**src/rtl/branch_resolve_unit_pkg.sv**
```systemverilog
// Shared definitions for the branch resolve unit.
// Holds the opcode classes it recognises, the default address width and the
// layout of one queued fetch-time prediction.
package branch_resolve_unit_pkg;

    localparam int BRU_ADDR_W = 8;

    localparam logic [6:0] OP_BRANCH = 7'b1100011;
    localparam logic [6:0] OP_JAL    = 7'b1101111;
    localparam logic [6:0] OP_JALR   = 7'b1100111;

    typedef struct packed {
        logic [BRU_ADDR_W-1:0] addr;
        logic                  taken;
        logic [BRU_ADDR_W-1:0] target;
    } pred_entry_t;

    function automatic logic is_jump_op(input logic [6:0] op);
        return (op == OP_JAL) || (op == OP_JALR);
    endfunction

endpackage

```
**src/rtl/branch_resolve_unit_fifo.sv**
```systemverilog
// bru_pred_fifo: in-order queue of fetch-time predictions.
// Ports:
//   clk, rst          clock, synchronous active-high reset
//   push, push_entry  write one entry (ignored when full)
//   pop               drop the head entry (ignored when empty)
//   clear             drop everything; wins over a same-cycle push
//   full, empty       occupancy flags from the registered count
//   head              oldest entry, valid while empty=0
//   count             current occupancy
module bru_pred_fifo
    import branch_resolve_unit_pkg::*;
#(
    parameter int DEPTH = 4
) (
    input  logic                       clk,
    input  logic                       rst,
    input  logic                       push,
    input  pred_entry_t                push_entry,
    input  logic                       pop,
    input  logic                       clear,
    output logic                       full,
    output logic                       empty,
    output pred_entry_t                head,
    output logic [$clog2(DEPTH+1)-1:0] count
);

    localparam int PTR_W = $clog2(DEPTH);
    localparam int CNT_W = $clog2(DEPTH + 1);

    pred_entry_t      mem [DEPTH];
    logic [PTR_W-1:0] rd_ptr;
    logic [PTR_W-1:0] wr_ptr;
    logic             do_push;
    logic             do_pop;

    assign full    = (count == CNT_W'(DEPTH));
    assign empty   = (count == '0);
    assign do_push = push && !full;
    assign do_pop  = pop && !empty;
    assign head    = mem[rd_ptr];

    always_ff @(posedge clk) begin
        if (rst || clear) begin
            rd_ptr <= '0;
            wr_ptr <= '0;
            count  <= '0;
        end else begin
            if (do_push) wr_ptr <= wr_ptr + 1'b1;
            if (do_pop)  rd_ptr <= rd_ptr + 1'b1;
            case ({do_push, do_pop})
                2'b10:   count <= count + 1'b1;
                2'b01:   count <= count - 1'b1;
                default: count <= count;
            endcase
        end
    end

    // Storage needs no reset: an entry is only read after it has been written.
    always_ff @(posedge clk) begin
        if (do_push && !rst && !clear) mem[wr_ptr] <= push_entry;
    end

endmodule

```
**src/rtl/branch_resolve_unit.sv**
```systemverilog
// branch_resolve_unit: queues fetch-time predictions and checks the oldest one
// against the execute-stage outcome; trains the predictor and flushes on a
// mispredict.
// Ports:
//   clk, rst                      clock, synchronous active-high reset
//   pred_valid/addr/taken/target  prediction push from fetch
//   pred_ready                    push accepted this cycle (!full && !flush)
//   res_valid/opcode/taken/target execute-stage resolution of the oldest branch
//   update, update_address, branch_taken, opcode   predictor training (1-cycle)
//   flush, redirect_pc            one-cycle flush and the correct next PC
//   mispredict_cnt                saturating mispredict count
//   underflow_err                 sticky: resolution seen with nothing queued
// ADDR_W must match the package address width used by the queue entries.
module branch_resolve_unit
    import branch_resolve_unit_pkg::*;
#(
    parameter int ADDR_W = BRU_ADDR_W,
    parameter int DEPTH  = 4,
    parameter int CNT_W  = 16
) (
    input  logic              clk,
    input  logic              rst,
    input  logic              pred_valid,
    input  logic [ADDR_W-1:0] pred_addr,
    input  logic              pred_taken,
    input  logic [ADDR_W-1:0] pred_target,
    output logic              pred_ready,
    input  logic              res_valid,
    input  logic [6:0]        res_opcode,
    input  logic              res_taken,
    input  logic [ADDR_W-1:0] res_target,
    output logic              update,
    output logic [ADDR_W-1:0] update_address,
    output logic              branch_taken,
    output logic [6:0]        opcode,
    output logic              flush,
    output logic [ADDR_W-1:0] redirect_pc,
    output logic [CNT_W-1:0]  mispredict_cnt,
    output logic              underflow_err
);

    pred_entry_t                push_entry;
    pred_entry_t                head;
    logic                       full;
    logic                       empty;
    logic [$clog2(DEPTH+1)-1:0] count;
    logic                       do_push;
    logic                       do_pop;
    logic                       is_branch;
    logic                       is_jump;
    logic                       mispredict;
    logic                       resolve_mis;

    assign pred_ready = !full && !flush;
    assign do_push    = pred_valid && pred_ready;
    assign do_pop     = res_valid && !empty;
    assign resolve_mis = do_pop && mispredict;

    assign push_entry.addr   = pred_addr;
    assign push_entry.taken  = pred_taken;
    assign push_entry.target = pred_target;

    always_comb begin
        is_branch  = (res_opcode == OP_BRANCH);
        is_jump    = is_jump_op(res_opcode);
        mispredict = 1'b0;
        if (is_branch) begin
            // Not-taken branches carry a don't-care predicted target.
            mispredict = (head.taken != res_taken) ||
                         (res_taken && (head.target != res_target));
        end else if (is_jump) begin
            mispredict = !head.taken || (head.target != res_target);
        end
    end

    // Clearing on the mispredict edge also discards a push accepted in the
    // same cycle, since everything younger than the head is wrong-path.
    bru_pred_fifo #(
        .DEPTH (DEPTH)
    ) u_fifo (
        .clk        (clk),
        .rst        (rst),
        .push       (do_push),
        .push_entry (push_entry),
        .pop        (do_pop),
        .clear      (resolve_mis),
        .full       (full),
        .empty      (empty),
        .head       (head),
        .count      (count)
    );

    always_ff @(posedge clk) begin
        if (rst) begin
            update         <= 1'b0;
            update_address <= '0;
            branch_taken   <= 1'b0;
            opcode         <= '0;
            flush          <= 1'b0;
            redirect_pc    <= '0;
            mispredict_cnt <= '0;
            underflow_err  <= 1'b0;
        end else begin
            update <= do_pop && (is_branch || is_jump);
            flush  <= resolve_mis;
            if (do_pop && (is_branch || is_jump)) begin
                update_address <= head.addr;
                branch_taken   <= res_taken;
                opcode         <= res_opcode;
            end
            if (resolve_mis) begin
                redirect_pc <= res_target;
                if (mispredict_cnt != {CNT_W{1'b1}})
                    mispredict_cnt <= mispredict_cnt + 1'b1;
            end
            if (res_valid && empty)
                underflow_err <= 1'b1;
        end
    end

endmodule

```
**config.mk**
```make
export PLATFORM = sky130hd
export DESIGN_NAME = branch_resolve_unit
export DESIGN_NICKNAME = d
export VERILOG_FILES = /design/src/rtl/branch_resolve_unit_pkg.sv /design/src/rtl/branch_resolve_unit_fifo.sv /design/src/rtl/branch_resolve_unit.sv
export SDC_FILE = /design/constraint.sdc
export NUM_CORES = 1
export LEC_CHECK = 0
export CAP_MARGIN = 10
export CORE_MARGIN = 3
export CORE_UTILIZATION = 45
export DETAILED_ROUTE_END_ITERATION = 10
export GPL_ROUTABILITY_DRIVEN = 0
export PLACE_DENSITY_LB_ADDON = 0.12
export SYNTH_ARGS = -nofsm -noshare
export SYNTH_HDL_FRONTEND = slang
export SYNTH_HIERARCHICAL = 1
export SYNTH_SLANG_ARGS = --single-unit
```
**constraint.sdc**
```tcl
create_clock -name clk -period 5.2 [get_ports clk]
set_input_delay 1.3 -clock clk [delete_from_list [all_inputs] [get_ports clk]]
set_output_delay 1.3 -clock clk [all_outputs]
set_load 0.01 [all_outputs]
```
# Word-level counts from Yosys, hierarchy flattened
# Memory sizes are Yosys's and may differ from the RTL's. A register that Yosys moved wholly into a read port is not among the register bits.
# Cells that the tools add are included.
# word_totals
input_bits,37
latch_bits,0
reg_bits,50
output_inout_bits,44
ramBits,68
memories,1
romBits,0
# memory_table
memory,words,width,rd,rd_clocked_by_memory_dff,write_ports,line_no,rtl
u_fifo.mem,4,17,1,1,1,branch_resolve_unit_fifo.sv:30,pred_entry_t mem [DEPTH];
# op_classes
div_mod_pow,0
n_mux,7
n_reduce_logical,25
order_cmp,0
mul,0
n_eq_ne,9
bitwise,0
shifts,0
addsub,5
# op_table
cell,n
equality test 7 bit (second input constant),3
adder 16 x 1 -> 16 bit (second input constant),1
!= test 16 bit (second input constant),1
logical AND 1 bit,11
!= test 8 bit,1
logical NOT 1 bit,6
case mux 3 bit (2 select lines),1
logical OR 1 bit,5
adder 2 x 1 -> 2 bit (second input constant),2
two-way mux 1 bit,4
two-way mux 2 bit,2
adder 3 x 1 -> 3 bit (second input constant),1
equality test 3 bit (second input constant),1
logical NOT 3 bit,1
subtractor 3 x 1 -> 3 bit (second input constant),1
equality test 2 x 1 -> 1 bit (second input constant),1
equality test 2 bit (second input constant),1
AND reduction 2 bit,1
nonzero test 2 bit,1
!= test 1 bit,1

# Longest topological paths before layout
# Gate-level depths: netlist of run 1.
# depth
ltp_word,9
mapped_depth,13

# By module
# The synthesis of run 1 kept the hierarchy.
# modules_own_cells
module,cells_per_inst,instances,area_per_inst_um2
bru_pred_fifo,144,1,2931.6
branch_resolve_unit,227,1,2109.5

# Least setup slack after synthesis of run 1
# Ideal clock, no wire load.
# synth_timing
path_type,input to register
from,in res_opcode[1]
to,"mem u_fifo/mem[0][0] (netlist bit), enable pin"
required_ns,4.825
n_path_buf,2
stages,8
slack_ns,1.619
arrival_ns,3.206
cell_sequence,and4b_1 -> and2_4 -> a2111oi_4 -> buf_6 -> buf_6 -> nor2_1 -> nor2_1 -> and3_1
# synth_via
elab_chain_len,9
elab_cells_between_ends,11
# synth_rtl
item,line_no,rtl
"start, declared",branch_resolve_unit.sv:29,"input logic [6:0] res_opcode,"
equality test 7 bit,branch_resolve_unit_pkg.sv:19,return (op == OP_JAL) || (op == OP_JALR);
logical OR 1 bit,branch_resolve_unit_pkg.sv:19,
two-way mux 1 bit,branch_resolve_unit.sv:71,end else if (is_jump) begin
two-way mux 1 bit *,branch_resolve_unit.sv:67,if (is_branch) begin
logical AND 1 bit *,branch_resolve_unit.sv:57,assign resolve_mis = do_pop && mispredict;
named net resolve_mis,branch_resolve_unit.sv:52,logic resolve_mis;
logical NOT 1 bit *,branch_resolve_unit_fifo.sv:60,if (do_push && !rst && !clear) mem[wr_ptr] <= push_entry;
logical AND 1 bit *,branch_resolve_unit_fifo.sv:60,
two-way mux 1 bit *,branch_resolve_unit_fifo.sv:60,
two-way mux 1 bit (not written as such) *,branch_resolve_unit_fifo.sv:60,
"end, declared",branch_resolve_unit_fifo.sv:30,
# Mark *: on every way through the listed nets, which the timed path passes. The rest lies on a longest branch.

# Final worst setup path of run 1
# layout_timing
from,in res_opcode[2]
to,"mem u_fifo/mem[2][5] (netlist bit), enable pin"
# Same word-level chain as after synthesis.

==> key figures, run 1 <==
Clocking
  – Hold_buf cts: 0
  – Clk slew on worst S/H paths: 60 ps
  – Root buffer cell: clkbuf_8
  – Postcts setup bufs: 0
  – Worst skew pair latency: 510 ps
  – H-tree depth: 4
  – Clk sink count: 120
  – Inserted Clock Buffers: 17
  – Longest Clk Path Bufs: 2
  – CTS tree: yes
  – CTS resizes: 0

STA
  – Min setup slack post-route: 1510 ps
  – Tmin final: 3690 ps
  – Measured slew at the worst slew-check pin: 905.9 ps
  – Fin. Hold Viols: 0
  – Period utilization: 70.96%
  – Hold slack: 448.4 ps
  – Max-Slew Margin vs Limit: 39.61%
  – Final setup violation count: 0
  – Layout Skew: 6.697 ps
  – Unrepaired setup endpoints after global routing: false
  – Fin Setup TNS: 0 ps
  – Max Fclk: 271.0 MHz
  – Slew Limit Fails: 0

Detailed routing
  – Met2 WL: 5232 µm
  – Drt wl/cell: 17.32 µm
  – Vias: 3272
  – DR vias/cell: 5.373
  – Metal3 WL: 432 µm
  – DRC viols: 0
  – DR top layer: met4
  – Metal1 wirelength: 4681 µm
  – Final WL: 10550 µm
  – Antenna Nets Post-Route: 0
  – Initial DRC Count: 150
  – DR pass1 iterations: 5

Yosys
  – Warnings, synthesis: 6
  – Mapped Cells: 371
  – Top cells by count, synth: edfxtp_1 (68), dfxtp_1 (52), nor2_1 (26)
  – Number of distinct library cells after synthesis: 54
  – Share of the synthesized area in the top cell type: 40.51%
  – Synthesized cell area: 0.005041 mm²
  – Count leader, synth: edfxtp_1
  – Synth area leaders: edfxtp_1 (41%), dfxtp_1 (21%), mux4_2 (7.6%), a21oi_1 (2.1%), nor2_1 (1.9%)
  – FF+latch count, synth: 120
  – Register area share after synthesis: 61.16%
  – Most used DFF post-synth: edfxtp_1
  – FFs w/ async S/R, synth: 0%
  – Synth area leader: edfxtp_1
  – Mapped Nets: 415
  – Number of enable flip-flop cells after synthesis: 68
  – Synthesized area per cell: 13.59 µm²

Setup path
  – Critical Path, Cell by Cell: clkdlybuf4s50_1 > nor3_2 > nand2b_1 > nand2b_1 > buf_4 > nor2_1 > nor2_1 > and3_1
  – CP max stage delay: 810 ps
  – Slowest CP cell: and3_1
  – Worst Path Buf+Inv: 2
  – Crit Path Class: input port to flop
  – Worst Path Arrival: 3820 ps
  – Setup crit start kind: input port
  – Critical Path RT: 5330 ps
  – CP max FO: 17
  – Crit. End Element: flop
  – CP top delay family: simple AND/OR/NAND/NOR gates

Floorplanning
  – Starting Density: 46.30%
  – Die ar.: 0.01251 mm²
  – Die height: 111.8 µm
  – Core Area: 0.01089 mm²
  – Die width: 111.8 µm
  – Num ports: 81
  – Placement row count: 38

Final layout
  – Nets: 500
  – Fin cells: 609
  – Area Overhead vs Synth: 29.46%
  – Non-Filler Cell Area, Final: 0.006526 mm²
  – Layout cells sized above 1: 17.70%
  – ANT cells: 0

Run
  – Max-cap viol count: 0

Global routing
  – Gr ovfl total: 0
  – Number of global-route vias before repair: 3287
  – Initial antenna violation count: 0
  – All-Layer GR Usage: 17.84%
  – First-pass GRT wire length: 17100 µm
  – Largest net degree at the start of global routing: 51

Placement
  – Cell Count Post-Placement: 577
  – DP Area: 0.005951 mm²
  – Dpl ws: 956.9 ps
  – Post-DP HPWL: 6910 µm
  – PortBufs: 80

Outcome
  – Status: completed

Power
  – Pleak: 2.194 nW
  – Power Density: 385.3 mW/mm²
  – Peak supply drop: 0.0002777 V

Worst hold path
  – Worst hold path type: flop to flop
path summary, 6_finish.rpt:
kind	startpoint	to	slack, ps	cells past startpoint
hold reg to reg	opcode[0]$_SDFFE_PP0P_	opcode[0]$_SDFFE_PP0P_	450	2
setup / recovery	res_opcode[2]	u_fifo/mem[2][5]$_DFFE_PP_	1510	8
setup reg to reg	flop	u_fifo/mem[2][5]$_DFFE_PP_	1510	7
hold / removal	opcode[0]$_SDFFE_PP0P_	opcode[0]$_SDFFE_PP0P_	450	2
state kept, by name (all words and copies together), names as in the netlist, named ones only:
register and cells:
redirect_pc 8, underflow_err 1, u_fifo/count 3, opcode 7, flush 1, update_address 8, mispredict_cnt 16, u_fifo/wr_ptr 2
update 1, u_fifo/mem 68, branch_taken 1, u_fifo/rd_ptr 2
cell usage in the layout, fill, tap and decap left out, drive strengths merged, types with 5 or more instances in the layout:
cell type / n
clkdlybuf4s50: 79
edfxtp: 68
dfxtp: 52
a21oi: 28
nor2: 26
clkbuf: 18
nand3: 17
mux4: 17
o21ai: 16
inv: 15
nand2: 10
mux2i: 9
xnor2: 8
o31ai: 8
nor2b: 8
or4: 7
buf: 7
clkinv: 7
ha: 6
mux2: 5
and3: 5
nor3: 5
nor4: 5
cell families after synthesis:
family	synth area share, %
adders and majority gates	1.886
and+or+nand+nor	12.61
buffers and inverters	3.350
muxes	10.87
xor gates and xnor gates	1.738
AOI/OAI and AO/OA	8.389
DFF	61.16
stage by stage:
| stage | util (%) | power (mW) |
|---|---|---|
| finish | 59.94 | 2.515 |
| global route | 59.94 | 2.618 |
| CTS | 59.94 | 2.541 |
| detailed placement | 54.65 | 1.397 |
| global placement | 54.65 | 1.393 |
| floorplan | - | 1.296 |
tightest hold or removal path: stages, from the launching register on:
cell and delay (ps):
dfxtp_1 310, inv_1 50, a21oi_1 50
area by class of cell:
| cell class | count | area [µm²] |
|---|---|---|
| Multi-Input combinational cell | 216 | 1795 |
| Sequential cell | 120 | 3083 |
| Timing Repair Buffer | 86 | 840.8 |
| Fill cell | 901 | 4362 |
| Tap cell | 140 | 175.2 |
| Inverter | 15 | 56.30 |
| Clock buffer | 18 | 417.9 |
| Clock inverter | 14 | 157.7 |
metal layers:
layer,vias to the layer above,GRT usage [%]
li1,1575,-
met1,1600,22.82
met2,83,28.62
met3,14,4.783
met4,0,7.948
met5,-,0
where the power goes:
group / leakage (nW) / internal (mW) / switching [mW]
registers: 1.04 / 1.05 / 0.0287
clock network: 0.274 / 0.723 / 0.412
logic: 0.883 / 0.147 / 0.151
Power figures use the tool's default switching activity.
==> run 2: changes to the inputs <==
Clock period 5.2 ns to 3.25 ns, I/O delays scaled along.
==> key figures, run 2 (synthesis gave the netlist of run 1 again) <==
Setup path
  – Critical Path RT: 3470 ps (was 5330 ps)
  – Crit. End Element: flop (unchanged)
  – R2r worst-path depth: 9 (was 7)
  – CP max stage delay: 550 ps (was 810 ps)
  – Critical Path, Cell by Cell: buf_12 > mux4_2 > xnor2_1 > nand4_1 > a2111oi_4 > nor2_1 > nor2_1 > and3_2 > buf_12 (was clkdlybuf4s50_1 > nor3_2 > nand2b_1 > nand2b_1 > buf_4 > nor2_1 > nor2_1 > and3_1)
  – Worst Path Arrival: 3060 ps (was 3820 ps)
  – Setup crit start kind: flop (was input port)
  – Slowest CP cell: mux4_2 (was and3_1)
  – CP max FO: 17 (unchanged)
  – Crit Path Class: flop to flop (was input port to flop)

Clocking
  – Longest Clk Path Bufs: 2 (unchanged)
  – Hold_buf cts: 0 (unchanged)
  – Clk sink count: 120 (unchanged)
  – H-tree depth: 4 (unchanged)
  – Clk slew on worst S/H paths: 60 ps (about the same)
  – Root buffer cell: clkbuf_8 (unchanged)
  – Postcts setup bufs: 0 (unchanged)
  – CTS tree: yes (unchanged)
  – Inserted Clock Buffers: 17 (unchanged)
  – Worst skew pair latency: 520 ps (was 510 ps)
  – CTS resizes: 0 (unchanged)

Floorplanning
  – Starting Density: 46.30% (unchanged)
  – Die width: 111.8 µm (unchanged)
  – Die ar.: 0.01251 mm² (unchanged)
  – Num ports: 81 (unchanged)
  – Placement row count: 38 (unchanged)
  – Die height: 111.8 µm (unchanged)
  – Core Area: 0.01089 mm² (unchanged)

STA
  – Slew Limit Fails: 0 (unchanged)
  – Final setup violation count: 0 (unchanged)
  – Min setup slack post-route: 416.8 ps (was 1510 ps)
  – Unrepaired setup endpoints after global routing: false (unchanged)
  – Fin Setup TNS: 0 ps (unchanged)
  – Tmin final: 2833 ps
  – Max Fclk: 353.0 MHz
  – Period utilization: 87.18%
  – Max-Slew Margin vs Limit: 60.13% (was 39.61%)
  – Fin. Hold Viols: 0 (unchanged)
  – Layout Skew: 9.170 ps (was 6.697 ps)
  – Measured slew at the worst slew-check pin: 598.0 ps (was 905.9 ps)

Global routing
  – First-pass GRT wire length: 17230 µm (was 17100 µm)
  – Gr ovfl total: 0 (unchanged)
  – Initial antenna violation count: 0 (unchanged)
  – All-Layer GR Usage: 17.82% (was 17.84%)
  – Number of global-route vias before repair: 3393 (was 3287)
  – Largest net degree at the start of global routing: 49 (was 51)

Final layout
  – Layout cells sized above 1: 20.29% (was 17.70%)
  – Fillers: 879 (was 901)
  – Fin cells: 618 (was 609)
  – Nets: 509 (was 500)
  – Max reg flops: 68 (unchanged)
  – Register Area: 0.003083 mm² (unchanged)
  – Most frequent cells in the layout: clkdlybuf4s50_1 (79), edfxtp_1 (68), dfxtp_1 (52) (unchanged)
  – Biggest register: u_fifo/mem (unchanged)
  – ANT cells: 0 (unchanged)
  – Most common cell after layout, fill and taps aside: clkdlybuf4s50_1 (unchanged)
  – Multi-input gate area: 0.001800 mm² (was 0.001795 mm²)
  – Top Registers: u_fifo/mem x68, mispredict_cnt x16 (unchanged)
  – Area Overhead vs Synth: 32.91% (was 29.46%)

Detailed routing
  – DRC viols: 0 (unchanged)
  – Vias: 3352 (was 3272)
  – Antenna Nets Post-Route: 0 (unchanged)
  – DR vias/cell: 5.424 (was 5.373)
  – Final WL: 10400 µm (was 10550 µm)
  – DR pass1 iterations: 4 (was 5)
  – Initial DRC Count: 167 (was 150)
  – Drt wl/cell: 16.83 µm (was 17.32 µm)

Power
  – Power Density: 623.2 mW/mm² (was 385.3 mW/mm²)
  – Peak supply drop: 0.0005031 V (was 0.0002777 V)
  – Pleak: 2.271 nW (was 2.194 nW)

Outcome
  – Status: completed (unchanged)

Worst hold path
  – Worst hold path type: flop to flop (unchanged)
  – WHS Path Cells: 2 (unchanged)

Run
  – Max-cap viol count: 0 (unchanged)

Placement
  – Cell Count Post-Placement: 586 (was 577)
  – PortBufs: 80 (unchanged)
  – Dpl ws: 199.6 ps (was 956.9 ps)
  – Post-DP HPWL: 6857 µm (was 6910 µm)
-- run 2: cell count changes in the layout (fill, tap and decap cells not counted) --
cell and delta:
buf_12 +5, and3_1 -4, and3_2 +4, buf_4 +4, clkinv_2 -3, inv_6 +3
bufinv_16 +1, clkinv_1 -1, clkinv_4 +1, clkinvlp_4 -1
-- run 2: final cells by class --
| cell class | count | share of cell area (%) |
|---|---|---|
| Sequential cell | 120 | 46.01 |
| Multi-Input combinational cell | 216 | 26.87 |
| Timing Repair Buffer | 95 | 14.49 |
| Clock buffer | 18 | 6.237 |
| Clock inverter | 14 | 2.932 |
| Tap cell | 140 | 2.614 |
| Inverter | 15 | 0.8403 |
-- run 2: worst paths after layout --
path / startpoint / endpoint / slack, ps
worst max-delay path: flop / u_fifo/mem[0][15]$_DFFE_PP_ / 420
worst min-delay path: opcode[5]$_SDFFE_PP0P_ / opcode[5]$_SDFFE_PP0P_ / 450
worst max register to register: flop / u_fifo/mem[0][15]$_DFFE_PP_ / 420
worst min register to register: opcode[5]$_SDFFE_PP0P_ / opcode[5]$_SDFFE_PP0P_ / 450
-- run 2: worst max-delay path: cells and delay by family (launching register included) --
family | cells | cell delay [ps]
AOI/OAI and AO/OA | 1 | 260
buffers and inverters | 2 | 370
DFF | 1 | 350
muxes | 1 | 550
xor gates and xnor gates | 1 | 160
and+or+nand+nor | 4 | 830
-- run 2: stage by stage --
step	cell area [µm²]	utilization (%)	hold slack (ps)	power, mW
finish	6700	61.54	445.4	4.175
floorplan	5052	-	457.9	2.079
global route	6700	61.54	475.1	4.353
CTS	6700	61.54	449.3	4.227
detailed placement	6086	55.90	441.6	2.286
global placement	6086	55.90	433.6	2.277
-- run 2: power breakdown --
| part | leakage, nW | internal, mW | switching (mW) |
|---|---|---|---|
| clock | 0.292 | 1.25 | 0.679 |
| sequential | 1.04 | 1.68 | 0.0345 |
| combinational | 0.942 | 0.276 | 0.253 |
| total | 2.27 | 3.21 | 0.966 |
-- run 2: per-layer routing --
metal / global-route usage, % / up-vias / wire length, µm
met2: 28.38 / 78 / 5089
met4: 6.569 / 0 / 105
met1: 22.80 / 1669 / 4728
met3: 5.924 / 8 / 475
met5: 0 / - / 0
li1: - / 1597 / -
==> run 3: changes to the inputs <==
Settings changed: CTS_CLUSTER_DIAMETER set to 60.
==> results of run 3 <==
No change in the layout: final DEF, timing and power equal those of run 2.
